$ cat src/rtl/mem_pkg.sv
// rtl/mem_pkg.sv - op/state enums and lane helpers for the MEM-stage data memory controller
package mem_pkg;

    typedef enum logic [3:0] {
        OP_NONE = 4'b0000,
        OP_SB   = 4'b0001,
        OP_SH   = 4'b0010,
        OP_SW   = 4'b0011,
        OP_LB   = 4'b1000,
        OP_LH   = 4'b1001,
        OP_LW   = 4'b1010,
        OP_LBU  = 4'b1100,
        OP_LHU  = 4'b1101
    } mem_op_e;

    typedef enum logic [1:0] {
        ST_IDLE,
        ST_WAIT,
        ST_DONE
    } dmc_state_e;

    function automatic logic op_is_load(input logic [3:0] op);
        case (op)
            OP_LB, OP_LH, OP_LW, OP_LBU, OP_LHU: return 1'b1;
            default:                             return 1'b0;
        endcase
    endfunction

    function automatic logic op_is_store(input logic [3:0] op);
        case (op)
            OP_SB, OP_SH, OP_SW: return 1'b1;
            default:             return 1'b0;
        endcase
    endfunction

    function automatic logic op_is_misaligned(input logic [3:0] op, input logic [1:0] lo);
        case (op)
            OP_LH, OP_LHU, OP_SH: return lo[0];
            OP_LW, OP_SW:         return |lo;
            default:              return 1'b0;
        endcase
    endfunction

    function automatic logic [3:0] lane_be(input logic [3:0] op, input logic [1:0] lo);
        case (op)
            OP_SB:   return 4'b0001 << lo;
            OP_SH:   return lo[1] ? 4'b1100 : 4'b0011;
            default: return 4'b1111;
        endcase
    endfunction

    function automatic logic [31:0] lane_wdata(input logic [3:0] op, input logic [31:0] wd);
        case (op)
            OP_SB:   return {4{wd[7:0]}};
            OP_SH:   return {2{wd[15:0]}};
            default: return wd;
        endcase
    endfunction

    function automatic logic [31:0] lane_extend(input logic [3:0] op, input logic [1:0] lo,
                                                input logic [31:0] rd);
        logic [7:0]  b;
        logic [15:0] h;
        b = rd[{lo, 3'b000} +: 8];
        h = lo[1] ? rd[31:16] : rd[15:0];
        case (op)
            OP_LB:   return {{24{b[7]}}, b};
            OP_LBU:  return {24'h000000, b};
            OP_LH:   return {{16{h[15]}}, h};
            OP_LHU:  return {16'h0000, h};
            default: return rd;
        endcase
    endfunction

endpackage

$ cat src/rtl/mem_lane_align.sv
// rtl/mem_lane_align.sv - combinational byte-enable, store replication and load extension
module mem_lane_align
    import mem_pkg::*;
(
    input  logic [3:0]  op_i,
    input  logic [1:0]  addr_lo_i,
    input  logic [31:0] wdata_i,
    input  logic [31:0] rdata_i,
    output logic [3:0]  be_o,
    output logic [31:0] wdata_o,
    output logic [31:0] load_o
);

    assign be_o    = lane_be(op_i, addr_lo_i);
    assign wdata_o = lane_wdata(op_i, wdata_i);
    assign load_o  = lane_extend(op_i, addr_lo_i, rdata_i);

endmodule

$ cat src/rtl/data_mem_ctrl.sv
// rtl/data_mem_ctrl.sv - MEM-stage req/ack data memory controller; MISALIGN_TRAP_EN enables misalign faults
module data_mem_ctrl
    import mem_pkg::*;
#(
    parameter int ADDR_W = 32
) (
    input  logic              clk,
    input  logic              reset_n,
    input  logic [3:0]        read_write,
    input  logic [ADDR_W-1:0] addr,
    input  logic [31:0]       wdata,
    output logic              busywait,
    output logic [31:0]       load_data,
    output logic              mem_req,
    output logic              mem_we,
    output logic [ADDR_W-3:0] mem_addr,
    output logic [3:0]        mem_be,
    output logic [31:0]       mem_wdata,
    input  logic [31:0]       mem_rdata,
    input  logic              mem_ack,
    output logic              misalign_flt
);

    dmc_state_e  state_q, state_d;
    logic [31:0] load_data_q, load_data_d;
    logic [31:0] load_ext;
    logic        op_load, op_store, op_valid, op_misalign;
    logic        req_d, busy_d;

    assign op_load  = op_is_load(read_write);
    assign op_store = op_is_store(read_write);
    assign op_valid = op_load | op_store;

`ifdef MISALIGN_TRAP_EN
    logic flt_q, flt_d;

    assign op_misalign = op_is_misaligned(read_write, addr[1:0]);
    assign flt_d       = (state_q == ST_IDLE) && op_valid && op_misalign;

    always_ff @(posedge clk or negedge reset_n) begin
        if (!reset_n) flt_q <= 1'b0;
        else          flt_q <= flt_d;
    end

    assign misalign_flt = reset_n && (state_q == ST_DONE) && flt_q;
`else
    assign op_misalign  = 1'b0;
    assign misalign_flt = 1'b0;
`endif

    mem_lane_align u_lane (
        .op_i      (read_write),
        .addr_lo_i (addr[1:0]),
        .wdata_i   (wdata),
        .rdata_i   (mem_rdata),
        .be_o      (mem_be),
        .wdata_o   (mem_wdata),
        .load_o    (load_ext)
    );

    always_comb begin
        state_d = state_q;
        req_d   = 1'b0;
        busy_d  = 1'b0;
        case (state_q)
            ST_IDLE: begin
                if (op_valid) begin
                    busy_d = 1'b1;
                    if (op_misalign) begin
                        state_d = ST_DONE;
                    end else begin
                        req_d   = 1'b1;
                        state_d = mem_ack ? ST_DONE : ST_WAIT;
                    end
                end
            end
            ST_WAIT: begin
                busy_d = 1'b1;
                req_d  = 1'b1;
                if (mem_ack) state_d = ST_DONE;
            end
            // DONE lets EX/MEM advance; the op still visible this cycle is not reissued
            ST_DONE: state_d = ST_IDLE;
            default: state_d = ST_IDLE;
        endcase
    end

    assign load_data_d = (req_d && mem_ack && op_load) ? load_ext : load_data_q;

    always_ff @(posedge clk or negedge reset_n) begin
        if (!reset_n) begin
            state_q     <= ST_IDLE;
            load_data_q <= 32'h0;
        end else begin
            state_q     <= state_d;
            load_data_q <= load_data_d;
        end
    end

    // Reset gates the handshake outputs so they fall while reset_n is still low
    assign busywait  = reset_n & busy_d;
    assign mem_req   = reset_n & req_d;
    assign mem_we    = reset_n & req_d & op_store;
    assign mem_addr  = addr[ADDR_W-1:2];
    assign load_data = load_data_q;

endmodule

$ cat config.mk
export PLATFORM = sky130hd
export DESIGN_NAME = data_mem_ctrl
export DESIGN_NICKNAME = d
export VERILOG_FILES = /design/src/rtl/mem_pkg.sv /design/src/rtl/mem_lane_align.sv /design/src/rtl/data_mem_ctrl.sv
export SDC_FILE = /design/constraint.sdc
export NUM_CORES = 1
export LEC_CHECK = 0
export CAP_MARGIN = 10
export CORE_MARGIN = 1
export CORE_UTILIZATION = 34
export CTS_BUF_LIST = sky130_fd_sc_hd__clkbuf_8
export DETAILED_ROUTE_END_ITERATION = 10
export GPL_ROUTABILITY_DRIVEN = 0
export PLACE_DENSITY = 0.83
export SKIP_LAST_GASP = 1
export SYNTH_ARGS = -nofsm -noshare
export SYNTH_HDL_FRONTEND = slang
export SYNTH_SLANG_ARGS = --single-unit
export TNS_END_PERCENT = 5
$ cat constraint.sdc
create_clock -name clk -period 2.2 [get_ports clk]
set_input_delay 0.44 -clock clk [delete_from_list [all_inputs] [get_ports clk]]
set_output_delay 0.44 -clock clk [all_outputs]
set_load 0.02 [all_outputs]
==> results.md <==
* Outcome: finished with violations
* Violated checks: negative setup slack
* Post-synth top area share at 33.5%
* Start-to-end type of the worst setup path: input pin to output port
* Compound-Gate Fraction of Synth Area at 18.2%
* Number of global-route vias before repair at 2788
* Share of final-layout standard cells stronger than drive strength 1 at 23.3%
* Number of buffers between clock root and the deepest sink at 2
* Post-DP HPWL at 7190 um
* IR drop worst, VDD at 0.397 mV
* Wirelength, routed at 9520 um
* Kind of launch point of the worst setup path: input pin
* CP Data Required Time at 1.76 ns
* Depth of the CTS H-tree at 2
* Critical Path, Cell by Cell: buf_2 -> nor4b_4 -> buf_4 -> buf_6 -> nor2_2 -> buf_4 -> nand2_1 -> nand2_1 -> buf_2
* Number of flops mapped to enable cells by yosys at 0
* Final max-slew violation count at 0
* Setup tns final at -0.00554 ns
* Cell types with the largest area share after synthesis: sky130_fd_sc_hd__dfrtp_1 33%, sky130_fd_sc_hd__buf_4 12%, sky130_fd_sc_hd__nand2_1 11%, sky130_fd_sc_hd__mux2_2 6.6%, sky130_fd_sc_hd__nor2_1 5.3%
* Clock transition at the registers of the reported paths at 0.07 ns
* Largest stage delay on the critical path at 0.42 ns
* CTS tree: yes
* Starting density of the core at 35.0%
* Count of distinct cell types in the synthesized netlist at 35
* Combined buffer and inverter count along the critical path at 5
* Global-route congestion overflow total at 0
* Overall fraction of global-route tracks in use at 23.9%
* Die height at 88.5 um
* Area growth from synthesis to layout at 62.5%
* Fin. Hold Viols at 0
* Worst Path Arrival at 1.76 ns
* Insertion delay to the later sink of the worst-skew pair at 0.28 ns
* Endpoint kind of the worst setup timing path: output port
* First DRT Iteration DRCs at 152
* Post-synthesis share of cell area spent on full adders, half adders and majority gates at 0%
* Post-route antenna net violation count at 0
* DIE AREA at 7820 um2
* Combinational family with the most area after synthesis: simple AND/OR/NAND/NOR gates
* Post-Place Cell Area at 3970 um2
* Highest achievable clock rate at 0.454 GHz
* Number of max-capacitance violations reported at 0
* Clk Tree Root Cell: sky130_fd_sc_hd__clkbuf_8
* Final Hold Slack at 0.471 ns
* N_diodes at 0
* Final-stage net count at 567
* Final critical delay including setup and external delays at 2.20 ns
* Number of instances in the synthesized netlist at 329
* Area of the mapped netlist at 2540 um2
* Average vias per placed instance at 5.18
* Vias post-DR at 2919
* Core Rows at 31
* Total clock buffers created by CTS at 5
* Setup repair after global routing missed its margin: true
* Wire length per cell after detailed routing at 16.9 um
* Wire length of the first global-routing pass at 14200 um
* Final setup vio count at 3
* Dominant synthesized flop cell: sky130_fd_sc_hd__dfrtp_1
* DR pass1 iterations at 4
* Worst Skew at 0.00587 ns
* Layout Cell Area excl Fill at 4130 um2
* Setup WS post-layout at -0.00324 ns
* Slowest cell on crit path: sky130_fd_sc_hd__nor4b_4
* Die width at 88.5 um
* Critical path's top delay family: buffers and inverters
* Placeable core area at 7250 um2
* Mux share of post-synthesis cell area at 7.83%
* Count of unresolved DRC violations after routing at 0
* Crit-path max FO at 5
* Yosys warning total at 0
* Power per cell area at 599 nW/um2
* Top Ports at 205
* Buffers added on ports at 143
* Xor/xnor cell area share of the yosys netlist at 0%
* Number of clock sinks seen by CTS at 34
* Final core utilization at 56.9%
* Final clock period utilization by the worst path at 100%
* FFs w/ async S/R, synth at 100%
* Syn_nets at 432
* LEAKAGE at 1.82 nW
* Proportion of synthesized chip area in sequential cells at 33.5%
* Maximum number of pins on one net before global-route repair at 35
* Average footprint of a synthesized cell at 7.72 um2
* Library cell with the largest summed area after synthesis: sky130_fd_sc_hd__dfrtp_1
* Classification of the worst-slack hold path: input pin to asynchronous set/reset pin
* Initial antenna violation count at 0
* Setup WS pre-CTS at -0.970 ns
* Synthesized-area fraction occupied by and/or/nand/nor cells at 24.4%
* Register bit count reported by yosys at 34
-- cell usage in the layout (no fill, tap or decap), types with 2 or more instances in the layout --
cell,Yosys,final
sky130_fd_sc_hd__a21oi_1,20,18
sky130_fd_sc_hd__a21oi_2,1,3
sky130_fd_sc_hd__a22oi_1,8,8
sky130_fd_sc_hd__a31oi_1,9,9
sky130_fd_sc_hd__and2_1,3,3
sky130_fd_sc_hd__and3_1,4,4
sky130_fd_sc_hd__buf_12,0,3
sky130_fd_sc_hd__buf_2,15,22
sky130_fd_sc_hd__buf_4,40,34
sky130_fd_sc_hd__buf_6,0,14
sky130_fd_sc_hd__clkbuf_2,0,3
sky130_fd_sc_hd__clkbuf_8,0,5
sky130_fd_sc_hd__clkdlybuf4s15_1,0,3
sky130_fd_sc_hd__clkdlybuf4s50_1,0,108
sky130_fd_sc_hd__dfrtp_1,34,34
sky130_fd_sc_hd__inv_1,2,3
sky130_fd_sc_hd__mux2_2,15,10
sky130_fd_sc_hd__mux2_4,0,5
sky130_fd_sc_hd__mux2i_1,3,3
sky130_fd_sc_hd__nand2_1,72,72
sky130_fd_sc_hd__nand2b_1,2,2
sky130_fd_sc_hd__nand4_1,2,2
sky130_fd_sc_hd__nor2_1,36,35
sky130_fd_sc_hd__nor2b_1,5,5
sky130_fd_sc_hd__nor3_1,9,9
sky130_fd_sc_hd__nor4b_4,1,2
sky130_fd_sc_hd__o21a_1,7,7
sky130_fd_sc_hd__o21ai_0,16,16
sky130_fd_sc_hd__o21ai_1,2,2
sky130_fd_sc_hd__o221ai_1,7,7
-- report_power, final --
| part | switching (mW) | internal (mW) |
|---|---|---|
| Clock | 0.222 | 0.212 |
| Combinational | 0.592 | 0.590 |
| Sequential | 0.0857 | 0.769 |
-- kinds of logic (layout without fill, tap and decap cells) --
family,Yosys count,count (layout)
flops,34,34
other cells,1,1
simple gates,139,140
buf+inv,63,197
mux,18,18
compound gates,74,74
-- sequential cells by signal, summed over array words and instances, names as in the netlist --
register	cells
load_data	32
state_q	2
-- repair_timing --
item | CTS | global route
setup endpoints to repair | 31 | 37
hold buffers | 0 | 0
pin swaps | 3 | 1
setup buffers | 14 | 0
gates resized for setup | 163 | 7
gates cloned | 2 | 0
-- synthesized netlist by cell type, types with 2 or more instances --
cell                       number
sky130_fd_sc_hd__and2_1         3
sky130_fd_sc_hd__o21ai_0       16
sky130_fd_sc_hd__nand2_1       72
sky130_fd_sc_hd__a31oi_1        9
sky130_fd_sc_hd__a22oi_1        8
sky130_fd_sc_hd__and3_1         4
sky130_fd_sc_hd__nor3_1         9
sky130_fd_sc_hd__clkbuf_1       5
sky130_fd_sc_hd__nand4_1        2
sky130_fd_sc_hd__inv_1          2
sky130_fd_sc_hd__o21ai_1        2
sky130_fd_sc_hd__dfrtp_1       34
sky130_fd_sc_hd__o221ai_1       7
sky130_fd_sc_hd__a21oi_1       20
sky130_fd_sc_hd__nor2b_1        5
sky130_fd_sc_hd__buf_4         40
sky130_fd_sc_hd__mux2_2        15
sky130_fd_sc_hd__o21a_1         7
sky130_fd_sc_hd__mux2i_1        3
sky130_fd_sc_hd__buf_2         15
sky130_fd_sc_hd__nor2_1        36
sky130_fd_sc_hd__nand2b_1       2
-- per-layer routing --
| layer | GRT usage, % | up-vias | wire [um] |
|---|---|---|---|
| met4 | 8.06 | 0 | 264 |
| met5 | 0 | - | 0 |
| met1 | 28.2 | 1379 | 3680 |
| met2 | 40.8 | 160 | 4720 |
| met3 | 7.84 | 24 | 861 |
| li1 | - | 1356 | - |
-- path summary, 6_finish.rpt --
check	start	end	slack [ns]	cells after the start
min in group clk	load_data[6]$_DFFE_PN0P_	load_data[6]$_DFFE_PN0P_	0.49	2
max	read_write[2]	mem_wdata[29]	-0.003	9
max reg2reg	state_q[1]$_DFFE_PN0P_	load_data[25]$_DFFE_PN0P_	0.85	5
min reg2reg	load_data[6]$_DFFE_PN0P_	load_data[6]$_DFFE_PN0P_	0.49	2
max in group asynchronous	reset_n	load_data[7]$_DFFE_PN0P_	1.14	3
min	reset_n	load_data[23]$_DFFE_PN0P_	0.47	2
-- worst register-to-register path, delay by kind of cell (launching register included) --
kind                   cells  cell delay, ns
AOI/OAI and AO/OA          2            0.23
buffers and inverters      2            0.36
DFF                        1            0.41
and+or+nand+nor            1            0.24
-- metrics by stage --
stage / cells / total power, mW
CTS: 563 / 2.49
global route: 563 / 2.60
finish: 563 / 2.47
global placement: 540 / 2.03
detailed placement: 540 / 2.04
floorplan: 329 / 1.46
-- cell type report --
cell class | instances | area (um2)
fillers | 640 | 3120
repair buffers | 188 | 1720
multi-input cells | 233 | 1340
flip-flops and latches | 34 | 851
well taps | 99 | 124
clock buffers | 5 | 68.8
clock inverters | 2 | 11.3
inverters | 2 | 7.51
No activity file was read; power rests on OpenSTA's default activity.
